**src/rtl/uart_tx_queue.sv**
```systemverilog
// uart_tx_queue: byte FIFO with a drain FSM feeding a uart send/txbusy handshake.
// Producers push at clk rate; bytes leave one per uart frame and never bypass the FIFO.
module uart_tx_queue #(
    parameter int unsigned AW = 4
) (
    input  logic          clk,
    input  logic          reset,
    input  logic [7:0]    din,
    input  logic          push,
    output logic          full,
    output logic          empty,
    output logic [AW:0]   count,
    output logic          overflow,
    input  logic          clr_ovf,
    output logic [7:0]    tx_data,
    output logic          tx_send,
    input  logic          tx_busy
);

    localparam int unsigned DEPTH = 1 << AW;
    localparam int unsigned CW    = AW + 1;

    typedef enum logic [1:0] {
        S_IDLE      = 2'd0,
        S_LOAD      = 2'd1,
        S_WAIT_DONE = 2'd2
    } state_t;

    state_t          r_state;
    state_t          w_state_nxt;
    logic            w_load;
    logic            w_pop;
    logic            w_push_ok;
    logic [CW-1:0]   w_count_nxt;

    logic [7:0]      r_mem [DEPTH];
    logic [AW-1:0]   r_wr_ptr;
    logic [AW-1:0]   r_rd_ptr;
    logic [CW-1:0]   r_count;
    logic            r_full;
    logic            r_empty;
    logic            r_overflow;
    logic [7:0]      r_tx_data;
    logic            r_tx_send;

    // A push is judged against full as registered at the start of the cycle.
    assign w_push_ok   = push && !r_full;
    assign w_count_nxt = r_count + CW'(w_push_ok) - CW'(w_pop);

    // Drain FSM state register.
    always_ff @(posedge clk) begin
        if (!reset) begin
            r_state <= S_IDLE;
        end else begin
            r_state <= w_state_nxt;
        end
    end

    // Drain FSM next state; load on IDLE->LOAD, pop on LOAD->WAIT_DONE.
    always_comb begin
        w_state_nxt = r_state;
        w_load      = 1'b0;
        w_pop       = 1'b0;
        case (r_state)
            S_IDLE: begin
                if (!r_empty && !tx_busy) begin
                    w_load      = 1'b1;
                    w_state_nxt = S_LOAD;
                end
            end
            S_LOAD: begin
                if (tx_busy) begin
                    w_pop       = 1'b1;
                    w_state_nxt = S_WAIT_DONE;
                end
            end
            S_WAIT_DONE: begin
                if (!tx_busy) begin
                    w_state_nxt = S_IDLE;
                end
            end
            default: begin
                w_state_nxt = S_IDLE;
            end
        endcase
    end

    // Storage array; stale contents are harmless since pointers define validity.
    always_ff @(posedge clk) begin
        if (w_push_ok) begin
            r_mem[r_wr_ptr] <= din;
        end
    end

    // Pointers, occupancy and the registered full/empty flags.
    always_ff @(posedge clk) begin
        if (!reset) begin
            r_wr_ptr <= '0;
            r_rd_ptr <= '0;
            r_count  <= '0;
            r_full   <= 1'b0;
            r_empty  <= 1'b1;
        end else begin
            if (w_push_ok) begin
                r_wr_ptr <= r_wr_ptr + AW'(1);
            end
            if (w_pop) begin
                r_rd_ptr <= r_rd_ptr + AW'(1);
            end
            r_count <= w_count_nxt;
            r_full  <= (w_count_nxt == CW'(DEPTH));
            r_empty <= (w_count_nxt == '0);
        end
    end

    // Sticky overflow; a dropped push beats a simultaneous clear.
    always_ff @(posedge clk) begin
        if (!reset) begin
            r_overflow <= 1'b0;
        end else if (push && r_full) begin
            r_overflow <= 1'b1;
        end else if (clr_ovf) begin
            r_overflow <= 1'b0;
        end
    end

    // uart side: data latched at load and held; send high exactly while in LOAD.
    always_ff @(posedge clk) begin
        if (!reset) begin
            r_tx_data <= '0;
            r_tx_send <= 1'b0;
        end else begin
            if (w_load) begin
                r_tx_data <= r_mem[r_rd_ptr];
            end
            r_tx_send <= (w_state_nxt == S_LOAD);
        end
    end

    assign full     = r_full;
    assign empty    = r_empty;
    assign count    = r_count;
    assign overflow = r_overflow;
    assign tx_data  = r_tx_data;
    assign tx_send  = r_tx_send;

endmodule

```
**config.mk**
```make
export PLATFORM = sky130hd
export DESIGN_NAME = uart_tx_queue
export DESIGN_NICKNAME = d
export VERILOG_FILES = /design/src/rtl/uart_tx_queue.sv
export SDC_FILE = /design/constraint.sdc
export NUM_CORES = 1
export LEC_CHECK = 0
export ABC_AREA = 1
export CAP_MARGIN = 30
export CORE_MARGIN = 3
export CORE_UTILIZATION = 40
export DETAILED_ROUTE_END_ITERATION = 7
export PLACE_DENSITY = 0.69
export RECOVER_POWER = 50
export SYNTH_ARGS = -nofsm -noshare
export SYNTH_HDL_FRONTEND = slang
export SYNTH_SLANG_ARGS = --single-unit
export TNS_END_PERCENT = 1
```
**constraint.sdc**
```tcl
create_clock -name clk -period 2.6 [get_ports clk]
set_clock_uncertainty 0.1 [all_clocks]
set_input_delay 0.52 -clock clk [delete_from_list [all_inputs] [get_ports clk]]
set_output_delay 0.52 -clock clk [all_outputs]
set_load 0.005 [all_outputs]
```
==> flow_summary_export.csv, run 1 <==
group,metric,value,unit
sta,hold_violations,0,
floorplan,initial_core_util,41.5,%
synthesis,ys_top_cells_by_count,"223 x nand2_1, 128 x edfxtp_1, 96 x inv_1",
floorplan,placeableCoreArea,16100,um^2
global_route,grt_first_pass_wirelength,23.1,mm
sta,fmax,0.409,GHz
power,p_sw_share,27.1,%
global_route,globalRouteOverflowTotal,0,
final_layout,drive_gt1_share,7.69,%
route,drt_drc_violations_left,0,
power,power.switching,1720,uW
job,maxCapViolations,0,
power,power_leakage,0.00331,uW
place,dp_hpwl,9.29,mm
place,dp_slack,-284,ps
critical_path,end_kind,"flip-flop",
global_route,grt_start_max_net_pins,52,
critical_path,path_max_fanout,2,
critical_path,cp.arrival,2630,ps
place,place_area,7330,um^2
final_layout,final_design_area_no_fill,7860,um^2
place,place_inst,925,
clock_tree,clk_root_buffer_cell,"clkbuf_16",
synthesis,post-synth-top-area-cell,"edfxtp_1",
final_layout,num_antenna_cells,0,
route,wire_per_inst,15.6,um
sta,layout_setup_ws,156,ps
place,port_buffers,29,
global_route,grt_pass1_vias,4253,
global_route,antenna_found_initial,0,
sta,max_slew.worst_pin.slew,862,ps
synthesis,syn-mean-instance-area,9.88,um^2
sta,hold_ws,368,ps
final_layout,nets_final,752,
synthesis,synthTopCellsByArea,"edfxtp_1 57%, nand2_1 13%, dfxtp_1 8.1%",
final_layout,layout-area-overhead-vs-synth,17.5,%
floorplan,io_pins,30,
route,dr_wl_met3,911,um
power,worst_ir_drop_vdd,442,uV
min_path,hold_class,"reg -> reg",
clock_tree,post_cts.resized_instances,0,
floorplan,die_area,18300,um^2
clock_tree,post-cts-setup-buffer-count,0,
route,antenna_violating_nets_post_route,0,
outcome,status,"completed",
synthesis,number_of_nets_produced_by_synthesis,701,
critical_path,critPathKind,"in -> reg",
synthesis,synth_edf_count,128,
sta,setup_viol,0,
clock_tree,cts_tree,"built",
power,comb_power_share,17.3,%
route,highest_layer,"met4",
place,gp_congestion,0.804,
route,drt_pass1_iterations,5,
clock_tree,clk_path_buf_depth,2,
synthesis,synth_async_sr_flop_share,0,%
critical_path,crit_path_start_kind,"primary input",
power,power-per-cell-area,808,nW/um^2
clock_tree,numCtsBuffers,17,
synthesis,synth.yosys.seq_area_share,65.5,%
synthesis,post-synth-top-count-cell,"nand2_1",
power,power.share.clock,36.3,%
sta,timing.max_slew.rel_slack,42.5,%
clock_tree,cts_htree_levels,4,
final_layout,finish.cell_count_without_fillers,957,
sta,setup_repair_after_global_routing_missed_its_margin,"no",
route,via_count,4558,
floorplan,std_cell_rows,46,
route,initial_detailed_routing_violation_count,340,
synthesis,yosysWarnings,0,
clock_tree,clk-insertion-delay-late,420,ps
floorplan,die_w,135,um
global_route,groute.usage.overall,16.7,%
sta,timing.final.crit_share,94.0,%
clock_tree,cts.hold.buffers_added,0,
sta,final_period_minus_worst_setup_slack,2440,ps
power,p_int,4630,uW
critical_path,cp_data_required_time,2790,ps
sta,drv_slew,0,
route,totalWireLength,14.9,mm
synthesis,area_fraction_of_the_dominant_cell_type_after_synthesis,57.5,%
route,met1_length,6.54,mm
clock_tree,cts.sinks,155,
power,power.share.sequential,46.4,%
synthesis,syn_area,6690,um^2
synthesis,synth-main-ff-cell,"edfxtp_1",
synthesis,ys_ff_latch,155,
route,wl_met2,7.15,mm
synthesis,syn_inst,677,
route,post_drt_via_cell_ratio,4.76,
floorplan,die_height,135,um
clock_tree,worst_path_clk_slew,60,ps
synthesis,yosys_cell_types,20,
-- power by group through the flow --
stage / Clock [uW] / Sequential [uW] / Combinational, uW
detailed placement: 0 / 3000 / 1090
CTS: 2330 / 2950 / 1100
global placement: 0 / 3000 / 1070
floorplan: 0 / 2980 / 647
global route: 2450 / 2960 / 1230
finish: 2310 / 2950 / 1100
-- placed cells by master (no fill, tap or decap), types with 14 or more instances in the layout --
master / instances
a21oi_1: 14
buf_4: 22
clkbuf_16: 17
clkdlybuf4s50_1: 19
dfxtp_1: 27
edfxtp_1: 128
inv_1: 96
nand2_1: 223
nand3_1: 94
nor2_1: 40
-- logic make-up after synthesis --
kind of cell | synth area share (%)
and+or+nand+nor | 22.2
DFF | 65.5
buffers and inverters | 8.23
AOI/OAI and AO/OA | 1.35
adders and majority gates | 2.17
xor gates and xnor gates | 0.524
-- per-stage QoR --
step	total power [uW]	setup TNS, ps	util, %
floorplan	3630	0	-
global placement	4070	-770	45.5
detailed placement	4090	-867	45.5
CTS	6380	0	48.9
global route	6630	0	48.8
finish	6350	0	48.8
-- registers in the layout (all words and copies together), names as in the netlist --
register and count:
tx_send 1, r_wr_ptr 4, empty 1, count 5, r_rd_ptr 4, overflow 1
tx_data 8, full 1, r_state 2, r_mem 128
-- area by class of cell --
type	count	area [um^2]
clock buffer	19	433
clock inverter	13	118
fill	1472	8250
inverter	99	372
multi-input combinational	395	1760
sequential	155	4380
tap	216	270
timing repair buffer	60	526
-- path summary, 6_finish.rpt --
kind	startpoint	endpoint	slack [ps]	cells past startpoint
max	push	empty	160	13
min reg2reg	overflow	overflow	370	2
max reg2reg	r_rd_ptr[0]	tx_data[2]	360	10
min	overflow	overflow	370	2
-- metal layers --
layer / up-vias / GRT usage, %
met3: 19 / 3.97
met1: 2116 / 22.5
met2: 141 / 26.6
met5: - / 0
met4: 0 / 6.22
li1: 2282 / -
-- worst max-delay path: stages --
cell             delay (ps)
clkdlybuf4s50_1         480
inv_1                    40
nor2_1                  110
inv_1                    70
ha_1                    270
inv_1                    40
ha_1                    200
fa_1                    420
nand3_1                  90
nand2_1                  60
xor2_1                  160
nor2_1                  140
a21oi_1                  60
(Power assumes the default switching activity.)
==> run 2: changes to the inputs <==
- SETUP_SLACK_MARGIN: default -> 0.02
==> results of run 2 <==
Same layout as run 1: the final DEF is identical, and so are final timing and power.
